`src/rtl/uart_pkg.sv`:
```
// uart_pkg: parity-mode constants and receiver state encoding shared by the UART blocks
package uart_pkg;
  localparam int PAR_NONE = 0;
  localparam int PAR_EVEN = 1;
  localparam int PAR_ODD  = 2;
  typedef enum logic [2:0] {
    S_IDLE,
    S_START,
    S_DATA,
    S_PARITY,
    S_STOP,
    S_WAIT_IDLE
  } rx_state_t;
endpackage

```
`src/rtl/uart_rx_fifo.sv`:
```
// uart_rx_fifo: show-ahead receive FIFO with occupancy level and a drop indication when full
module uart_rx_fifo #(
  parameter int W = 10,
  parameter int DEPTH = 8,
  localparam int AW = $clog2(DEPTH),
  localparam int LW = $clog2(DEPTH + 1)
) (
  input  logic          clk,
  input  logic          rst_n,
  input  logic          push,
  input  logic [W-1:0]  din,
  input  logic          pop_req,
  output logic [W-1:0]  dout,
  output logic          valid,
  output logic [LW-1:0] level,
  output logic          drop
);
  logic [W-1:0] mem [DEPTH];
  logic [AW-1:0] wp, rp;
  logic pop, wr, full;
  assign full  = level == LW'(DEPTH);
  assign valid = level != '0;
  assign pop   = pop_req && valid;
  assign wr    = push && (!full || pop);
  assign drop  = push && full && !pop;
  assign dout  = valid ? mem[rp] : '0;
  // storage: a full FIFO only accepts a word when the head leaves in the same cycle
  always_ff @(posedge clk) begin
    if (wr) mem[wp] <= din;
  end
  // pointers wrap naturally because DEPTH is a power of two
  always_ff @(posedge clk or negedge rst_n) begin
    if (!rst_n) begin
      wp    <= '0;
      rp    <= '0;
      level <= '0;
    end else begin
      wp    <= wr ? wp + AW'(1) : wp;
      rp    <= pop ? rp + AW'(1) : rp;
      level <= level + LW'(wr) - LW'(pop);
    end
  end
endmodule

```
`src/rtl/uart_rx_cfg.sv`:
```
// uart_rx_cfg: configurable 16x-oversampling UART receiver feeding a show-ahead FIFO
module uart_rx_cfg
  import uart_pkg::*;
#(
  parameter int CLK_FREQ   = 100000000,
  parameter int BAUD       = 115200,
  parameter int DATA_BITS  = 8,
  parameter int PARITY     = 0,
  parameter int STOP_BITS  = 1,
  parameter int FIFO_DEPTH = 8,
  localparam int LW = $clog2(FIFO_DEPTH + 1)
) (
  input  logic                 clk,
  input  logic                 rst_n,
  input  logic                 rx,
  output logic [DATA_BITS-1:0] m_data,
  output logic                 m_perr,
  output logic                 m_ferr,
  output logic                 m_valid,
  input  logic                 m_ready,
  output logic                 overrun,
  output logic                 break_det,
  output logic [LW-1:0]        fifo_level
);
  localparam int DIV = CLK_FREQ / (BAUD * 16);
  localparam int DW  = $clog2(DIV);
  localparam int FW  = DATA_BITS + 2;
  rx_state_t state, next;
  logic rx_s1, rx_s2, rx_d, fall;
  logic [DW-1:0] div_cnt;
  logic [3:0] os, bit_cnt;
  logic [1:0] smp;
  logic tick, vt, bend, vote, last_stop, ferr_now, perr_w;
  logic par_acc, ferr_acc, zero_acc, push, brk, drop;
  logic [DATA_BITS-1:0] shreg;
  logic [FW-1:0] head;
  assign fall      = rx_d & ~rx_s2;
  assign tick      = div_cnt == DW'(DIV - 1);
  assign vt        = tick && os == 4'd9;
  assign bend      = tick && os == 4'd15;
  assign vote      = (smp[0] & smp[1]) | (smp[0] & rx_s2) | (smp[1] & rx_s2);
  assign last_stop = bit_cnt == 4'(STOP_BITS - 1);
  assign ferr_now  = ferr_acc | ~vote;
  assign perr_w    = PARITY == PAR_EVEN ? par_acc : PARITY == PAR_ODD ? ~par_acc : 1'b0;
  // rx synchronizer plus one extra stage for falling-edge detection, idle-high after reset
  always_ff @(posedge clk or negedge rst_n) begin
    if (!rst_n) {rx_s1, rx_s2, rx_d} <= 3'b111;
    else {rx_s1, rx_s2, rx_d} <= {rx, rx_s1, rx_s2};
  end
  // state register
  always_ff @(posedge clk or negedge rst_n) begin
    if (!rst_n) state <= S_IDLE;
    else state <= next;
  end
  // next state; the word is pushed at the last stop-bit vote so the line can re-arm mid-stop
  always_comb begin
    next = state;
    push = 1'b0;
    brk  = 1'b0;
    case (state)
      S_IDLE:      next = fall ? S_START : S_IDLE;
      S_START:     next = (vt && vote) ? S_IDLE : bend ? S_DATA : S_START;
      S_DATA:      next = (bend && bit_cnt == 4'(DATA_BITS - 1)) ? (PARITY != PAR_NONE ? S_PARITY : S_STOP) : S_DATA;
      S_PARITY:    next = bend ? S_STOP : S_PARITY;
      S_STOP: begin
        push = vt && last_stop;
        brk  = push && zero_acc && !vote;
        next = push ? (ferr_now ? S_WAIT_IDLE : S_IDLE) : S_STOP;
      end
      S_WAIT_IDLE: next = rx_s2 ? S_IDLE : S_WAIT_IDLE;
      default:     next = S_IDLE;
    endcase
  end
  // oversample timing, bit sampling and per-frame accumulators; the divider restarts on a start edge
  always_ff @(posedge clk or negedge rst_n) begin
    if (!rst_n) begin
      div_cnt  <= '0;
      os       <= '0;
      smp      <= '0;
      bit_cnt  <= '0;
      shreg    <= '0;
      par_acc  <= 1'b0;
      ferr_acc <= 1'b0;
      zero_acc <= 1'b0;
    end else begin
      div_cnt <= ((state == S_IDLE && fall) || tick) ? '0 : div_cnt + DW'(1);
      os      <= (state == S_IDLE && fall) ? 4'd0 : tick ? os + 4'd1 : os;
      if (tick && os == 4'd7) smp[0] <= rx_s2;
      if (tick && os == 4'd8) smp[1] <= rx_s2;
      bit_cnt <= (state != next) ? 4'd0 : bend ? bit_cnt + 4'd1 : bit_cnt;
      if (vt && state == S_DATA) shreg <= {vote, shreg[DATA_BITS-1:1]};
      if (state == S_IDLE) begin
        par_acc  <= 1'b0;
        ferr_acc <= 1'b0;
        zero_acc <= 1'b1;
      end else if (vt && (state == S_DATA || state == S_PARITY)) begin
        par_acc  <= par_acc ^ vote;
        zero_acc <= zero_acc & ~vote;
      end else if (vt && state == S_STOP) begin
        ferr_acc <= ferr_now;
        zero_acc <= zero_acc & ~vote;
      end
    end
  end
  // single-cycle status pulses
  always_ff @(posedge clk or negedge rst_n) begin
    if (!rst_n) begin
      overrun   <= 1'b0;
      break_det <= 1'b0;
    end else begin
      overrun   <= drop;
      break_det <= brk;
    end
  end
  uart_rx_fifo #(.W(FW), .DEPTH(FIFO_DEPTH)) u_fifo (
    .clk     (clk),
    .rst_n   (rst_n),
    .push    (push),
    .din     ({shreg, perr_w, ferr_now}),
    .pop_req (m_ready),
    .dout    (head),
    .valid   (m_valid),
    .level   (fifo_level),
    .drop    (drop)
  );
  assign m_data = head[FW-1:2];
  assign m_perr = head[1];
  assign m_ferr = head[0];
endmodule
```
`config.mk`:
```
export PLATFORM = sky130hd
export DESIGN_NAME = uart_rx_cfg
export DESIGN_NICKNAME = d
export VERILOG_FILES = /design/src/rtl/uart_pkg.sv /design/src/rtl/uart_rx_fifo.sv /design/src/rtl/uart_rx_cfg.sv
export SDC_FILE = /design/constraint.sdc
export NUM_CORES = 1
export LEC_CHECK = 0
export CAP_MARGIN = 20
export CORE_UTILIZATION = 45
export DETAILED_ROUTE_END_ITERATION = 8
export HOLD_SLACK_MARGIN = 0.06
export PLACE_DENSITY = 0.72
export SLEW_MARGIN = 0
export SYNTH_ARGS = -nofsm -noshare
export SYNTH_HDL_FRONTEND = slang
export SYNTH_HIERARCHICAL = 1
export SYNTH_SLANG_ARGS = --single-unit
```
`constraint.sdc`:
```
create_clock -name clk -period 4.3 [get_ports clk]
set_clock_uncertainty 0.1 [all_clocks]
set_input_delay 1.075 -clock clk [delete_from_list [all_inputs] [get_ports clk]]
set_output_delay 1.075 -clock clk [all_outputs]
set_load 0.005 [all_outputs]
```
## Yosys cells after proc, flatten, opt, wreduce, memory -nomap -nowiden

Memories as Yosys holds them, arrays and structs flattened.
Index checks and enable logic that the tools add are counted.

- Output and inout bits: 17
- Input bits: 4
- ROM bits: 0
- Logic and storage cells: 105
- Register bits after elaboration: 44
- Latch bits: 0
- Bits in writable memories: 72
- Memories kept: 1

- Bitwise gates (word level): 10
- Multiply operators: 0
- Order comparisons: 0
- Divide/modulo/power cells: 0
- Reductions and logical operators: 31
- Equality and inequality tests: 14
- Add/sub/neg operators: 7
- Shift-type cells: 0
- Mux-type cells: 25

Memories:

| name | depth | bits a word | rd ports | clocked after Yosys merged registers in | wr ports | line | text |
|---|---|---|---|---|---|---|---|
| u_fifo.mem | 8 | 9 | 1 | 0 | 1 | uart_rx_fifo.sv:18 | `logic [W-1:0] mem [DEPTH];` |

Operators by type and width:

| cell | count |
|---|---|
| case mux 3 bit (6 select lines) | 1 |
| logical AND 1 bit | 17 |
| == test 4 bit (second input constant) | 4 |
| two-way mux 4 bit | 4 |
| two-way mux 3 bit | 5 |
| two-way mux 1 bit | 11 |
| two-way mux 10 bit | 1 |
| adder 4 x 1 -> 4 bit (second input constant) | 2 |
| == test 4 x 3 -> 1 bit (second input constant) | 2 |
| adder 3 x 1 -> 3 bit (second input constant) | 2 |
| adder 6 x 1 -> 6 bit (second input constant) | 1 |
| == test 3 x 2 -> 1 bit (second input constant) | 2 |
| == test 3 bit (second input constant) | 2 |
| == test 6 bit (second input constant) | 1 |
| two-way mux 6 bit | 1 |
| nonzero test 2 bit | 3 |
| bitwise AND 1 bit | 5 |
| adder 4 x 1 -> 4 bit | 1 |
| zero test 4 bit | 1 |
| two-way mux 2 bit | 2 |
| nonzero test 4 bit | 1 |
| subtractor 4 x 1 -> 4 bit | 1 |
| == test 3 x 1 -> 1 bit (second input constant) | 1 |
| zero test 1 bit | 3 |
| 8 further kinds | 13 |

## Logic depth before layout (Yosys ltp)

- Depth in word-level cells: 10
- Gate-level depth with buffers: 10
- Mapped depth without buffers: 10

## Modules after synthesis

Netlist, hierarchy kept.

By module, submodules not included:

| module | times used | sequential area each (µm²) | area an instance (µm²) | cells each |
|---|---|---|---|---|
| uart_rx_fifo | 1 | 2652.5 | 3643.5 | 177 |
| uart_rx_cfg | 1 | 854.6 | 1739.2 | 156 |

## Worst setup path before layout

OpenSTA, ideal clock, no wires.

- Kind: register -> register
- From: reg os[1]
- To: mem u_fifo/mem[0][0] in the netlist's numbering (enable)
- Setup slack: 1.210 ns
- Library setup time: 0.403 ns
- Buffers on the path: 0
- Period minus slack after synthesis: 3.090 ns
- Cell stages (with the launch flop): 7
- Arrival time: 2.587 ns
- Required time: 3.797 ns
- Path through: dfrtp_1 inv_1 ha_1 and4bb_2 nor4b_4 o31ai_4 nor4_1

- Cells in the longest elaborated chain, start to end: 7

RTL lines:

| item | line | text |
|---|---|---|
| from (decl) | uart_rx_cfg.sv:31 | `logic [3:0] os, bit_cnt;` |
| from (signal assigned) | uart_rx_cfg.sv:87 | `os <= (state == S_IDLE && fall) ? 4'd0 : tick ? os + 4'd1 : os;` |
| == test 4 bit | uart_rx_cfg.sv:39 | `assign vt = tick && os == 4'd9;` |
| logical AND 1 bit | uart_rx_cfg.sv:39 |  |
| logical AND 1 bit | uart_rx_cfg.sv:66 | `push = vt && last_stop;` |
| two-way mux 1 bit | uart_rx_cfg.sv:60 | `case (state)` |
| via push | uart_rx_cfg.sv:34 | `logic par_acc, ferr_acc, zero_acc, push, brk, drop;` |
| logical AND 1 bit | uart_rx_fifo.sv:24 | `assign wr = push && (!full \|\| pop);` |
| two-way mux 1 bit | uart_rx_fifo.sv:29 | `if (wr) mem[wp] <= din;` |
| two-way mux 1 bit (not written as such) | uart_rx_fifo.sv:29 |  |
| to (decl) | uart_rx_fifo.sv:18 |  |

The timed path passes the listed nets, and every way through them passes these cells.

## Worst setup path after layout

- From: reg u_fifo.rp[0]
- To: out m_data[3]

- Cells in the longest elaborated chain, start to end: 2

RTL lines:

| item | line | text |
|---|---|---|
| from (decl) | uart_rx_fifo.sv:19 | `logic [AW-1:0] wp, rp;` |
| from (signal assigned) | uart_rx_fifo.sv:39 | `rp <= pop ? rp + AW'(1) : rp;` |
| memory (8 x 9 bit) | - |  |
| two-way mux 10 bit | uart_rx_fifo.sv:26 | `assign dout = valid ? mem[rp] : '0;` |
| to (decl) | uart_rx_cfg.sv:16 | `output logic [DATA_BITS-1:0] m_data,` |

Every way passes these cells.

==> results by stage <==
Timing:
- The final number of setup-violating endpoints is 0.
- The worst-case headroom to the max-slew limit is 30.01%.
- The number of hold violations in the final report is 0.
- Setup repair after global routing left no endpoint under its margin.
- The shortest clock period the worst path allows after layout is 3658 ps.
- The final period utilization is between 80% and 90%.
- The transition at the pin with the smallest max-transition slack is 1046 ps.
- The total negative slack is 0 ps.
- Derived from the worst setup path, the maximum achievable clock frequency is 273.4 MHz.
- The number of max-slew violations in the final report is 0.

Logic synthesis:
- The mean area per synthesized cell is around 16 sq um.
- The synthesis-stage register bit count is 124.
- The distinct cell type count of the synthesized netlist is 63.
- The main flop type after synthesis is edfxtp_1.
- The synthesized design contains 80 enable-type register cells.
- After synthesis, the share of flip-flops with an asynchronous set or reset is between 30% and 40%.
- The synthesized netlist cell count is 333.
- Yosys printed 6 warnings.
- The synthesized design devotes to its leading area cell type 44.63% of total area.
- Ranked by total cell area, the synthesized netlist is headed by edfxtp_1 45%, dfrtp_1 19%, mux4_2 6.3%.
- After synthesis, flip-flops and latches occupy 65.16% of the total area.
- The cell area that synthesis handed to floorplanning was 5383 sq um.
- edfxtp_1 takes more of the synthesized area than any other cell.

Clock tree:
- The TritonCTS clock tree is done.
- The TritonCTS sink count is approximately 120.
- The clock latency reported for the late side of the worst-skew pair is around 400 ps.
- The maximum clock insertion buffer count is 2.
- Clock-pin slew was measured on the worst setup and hold paths at about 60 ps.
- The total CTS buffers is 17.
- The H-tree generated during clock tree synthesis spans 4 levels.
- Once the clock tree was built, the resizer swapped 0 gates to a different size.
- The master cell of the clock root buffer is clkbuf_16.
- The post-CTS setup-driven buffer insertion count is 0.
- The cts-stage hold buffer count is 0.

Place:
- The congestion estimate from routability-driven global placement came to slightly below 0.8.
- The placed wire-length estimate after detailed placement is 6124 um.
- In this run, placement finished with an instance count of approximately 500.
- The number of input and output port buffers inserted is 20.

Drt:
- For this block, the routed nets add up to between 9000 and 10000 um of wire.
- In the final routed layout, each cell accounts on average for 18.02 um.
- The detailed-route DRC error count is 4.
- Dividing the detail-routed via count by the number of cells gives 5.409.
- The first-pass detailed-route iteration total is 7.
- Once detail routing completed, the nets flagged for antenna violations numbered 0.
- Detailed routing inserted a total of approximately 2900 vias.
- The starting DRC count in detailed routing is 170.

Floorplan:
- For this configuration, the core starts out at a cell density of 46.74%.
- The die is roughly 110 um tall.
- The number of cell rows is 39.
- The die outline width is 111.4 um.
- The total area inside the core boundary comes to around 12000 sq um.
- For this design the top-level I/O count stands at 21.
- The floorplan step defined a die boundary enclosing 12400 sq um.

Setup path:
- The critical path data required time is 3120 ps.
- The maximum net fanout on the critical path is 20.
- The cell with the biggest individual delay on the critical path is mux4_1.
- The signal on the critical path passes through buf_4 -> mux4_1 -> a22o_1 -> clkdlybuf4s50_1.
- The critical path is of the reg2out type.
- The worst setup path is captured at an output port.
- For the worst setup path, the data arrival time is 2480 ps.
- The critical path's top delay family is buffers and inverters.
- For this run, the slowest stage of the critical path takes approximately 600 ps.
- The startpoint type of the worst setup path is a flip-flop.
- The critical path contains buffers and inverters numbering 2 combined.

Global routing:
- The initial antenna violation count was 0.
- Global routing used 17.22% of the available tracks across all layers.
- Entering global routing, the biggest net connects 45 pins.
- The wire length of the first global-routing pass is between 15000 and 20000 um.
- After global routing the overflow that remains totals 0.
- The via count of the first global-routing pass is ~3000.

Finish:
- In the layout the commonest cells are 80 x edfxtp_1, 41 x dfrtp_1, 21 x nor2_1.
- The total number of nets in the final design is approximately 400.
- The finished layout holds 535 standard cells, fillers aside.
- The multi-input combinational cells in the finished layout cover a total of 1782 sq um.
- The area growth from synthesis to layout is 18.78%.
- The most frequent standard cell in the layout excluding fill and tap cells is edfxtp_1.
- The number of antenna diodes is 0.
- The post-route netlist has 23.47% of its cells at a drive strength greater than 1.
- Summing all flip-flop and latch instances after layout gives 3507 sq um.
- The fill cell instance count of the final layout is 913.

Flow run:
- The tool flagged a number of max-cap violations equal to 0.

Hold path:
- The worst hold path belongs to the class reg2reg.

Power and ir drop:
- The leakage power total is roughly 0.0026 uW.
- The power density relative to cell area is 543.2 nW/um^2.
- IR analysis of the VDD net gives a maximum drop of 411.0 uV.

Status:
- The flow ran to the end, but the final reports show violations.
- The checks that failed: DRC.
## synthesized netlist by cell type (2+ instances only)
| cell | instances |
|---|---|
| a21oi_1 | 7 |
| inv_1 | 14 |
| mux2_2 | 10 |
| mux4_2 | 15 |
| or2_2 | 2 |
| nor3_1 | 9 |
| a31oi_1 | 2 |
| o21ai_0 | 4 |
| a22o_1 | 10 |
| or3b_4 | 2 |
| a21o_1 | 3 |
| and3_2 | 2 |
| ha_1 | 14 |
| clkbuf_1 | 4 |
| nand2b_1 | 3 |
| xnor2_1 | 9 |
| xor2_1 | 7 |
| nand4_1 | 3 |
| buf_6 | 3 |
| nor4_1 | 2 |
| nand3_1 | 4 |
| mux4_1 | 5 |
| dfstp_2 | 3 |
| nand2_1 | 18 |
| dfrtp_1 | 41 |
| edfxtp_1 | 80 |
| nor2_1 | 21 |
## flip-flops by register name, summed over array words and instances, names as in the netlist
name,count
smp,2
os,4
bit_cnt,4
shreg,8
u_fifo/wp,3
u_fifo/level,4
rx_d,1
break_det,1
rx_s1,1
u_fifo/rp,3
u_fifo/mem,80
state,3
overrun,1
ferr_acc,1
div_cnt,6
zero_acc,1
rx_s2,1
## kinds of logic after synthesis
group                    count (synthesis)  share of synthesized area, %
flip-flops                             124                         65.16
AND/OR/NAND/NOR                         82                         9.182
AO/OA/AOI/OAI                           38                         5.602
multiplexers                            32                         11.20
buffers and inverters                   24                         2.348
adder cells (fa/ha/maj)                 16                         3.835
XOR/XNOR                                16                         2.604
other                                    1                       0.06967
## metrics by stage
step	setup WS, ps	instance area [sq um]	total power (uW)	util [%]	hold WS (ps)
floorplan	1210	5409	1908	-	245.2
global placement	869.7	5783	2086	50.22	249.2
detailed placement	858.8	5783	2104	50.22	250.7
CTS	581.2	6374	3517	55.35	258.9
global route	508.5	6394	3631	55.52	261.3
finish	641.7	6394	3473	55.52	257.3
## final timing paths
kind	start	slack, ps	end	cells after the start
max	u_fifo/rp[0]	640	m_data[3]	4
min	rx_s1	260	rx_s2	0
max reg2reg	os[1]	1020	u_fifo/mem[5][9]	6
min reg2reg	rx_s1	260	rx_s2	0
max in group asynchronous	rst_n	3210	rx_d	2
min in group asynchronous	rst_n	380	div_cnt[4]	1
## where the power goes
| group | total, uW | switching, uW | leakage [uW] | internal, uW |
|---|---|---|---|---|
| logic | 660 | 337 | 0.000931 | 323 |
| clock network | 1400 | 534 | 0.000272 | 861 |
| registers | 1420 | 83.0 | 0.00142 | 1330 |
| total | 3470 | 954 | 0.00263 | 2520 |
## area by class of cell
| cell class | instances | share of cell area, % |
|---|---|---|
| Sequential cell | 124 | 54.85 |
| Multi-Input combinational cell | 192 | 27.87 |
| Clock buffer | 17 | 6.654 |
| Timing Repair Buffer | 30 | 4.423 |
| Tap cell | 143 | 2.798 |
| Clock inverter | 15 | 2.583 |
| Inverter | 14 | 0.8219 |
## metal layers
metal	track usage (%)	part of all wire (%)	routed length (um)
met5	0	0	0
met4	6.937	1.2	114
met3	5.063	4.5	435
met2	27.92	50	4855
met1	21.85	44	4234
Power figures use the tool's default switching activity.
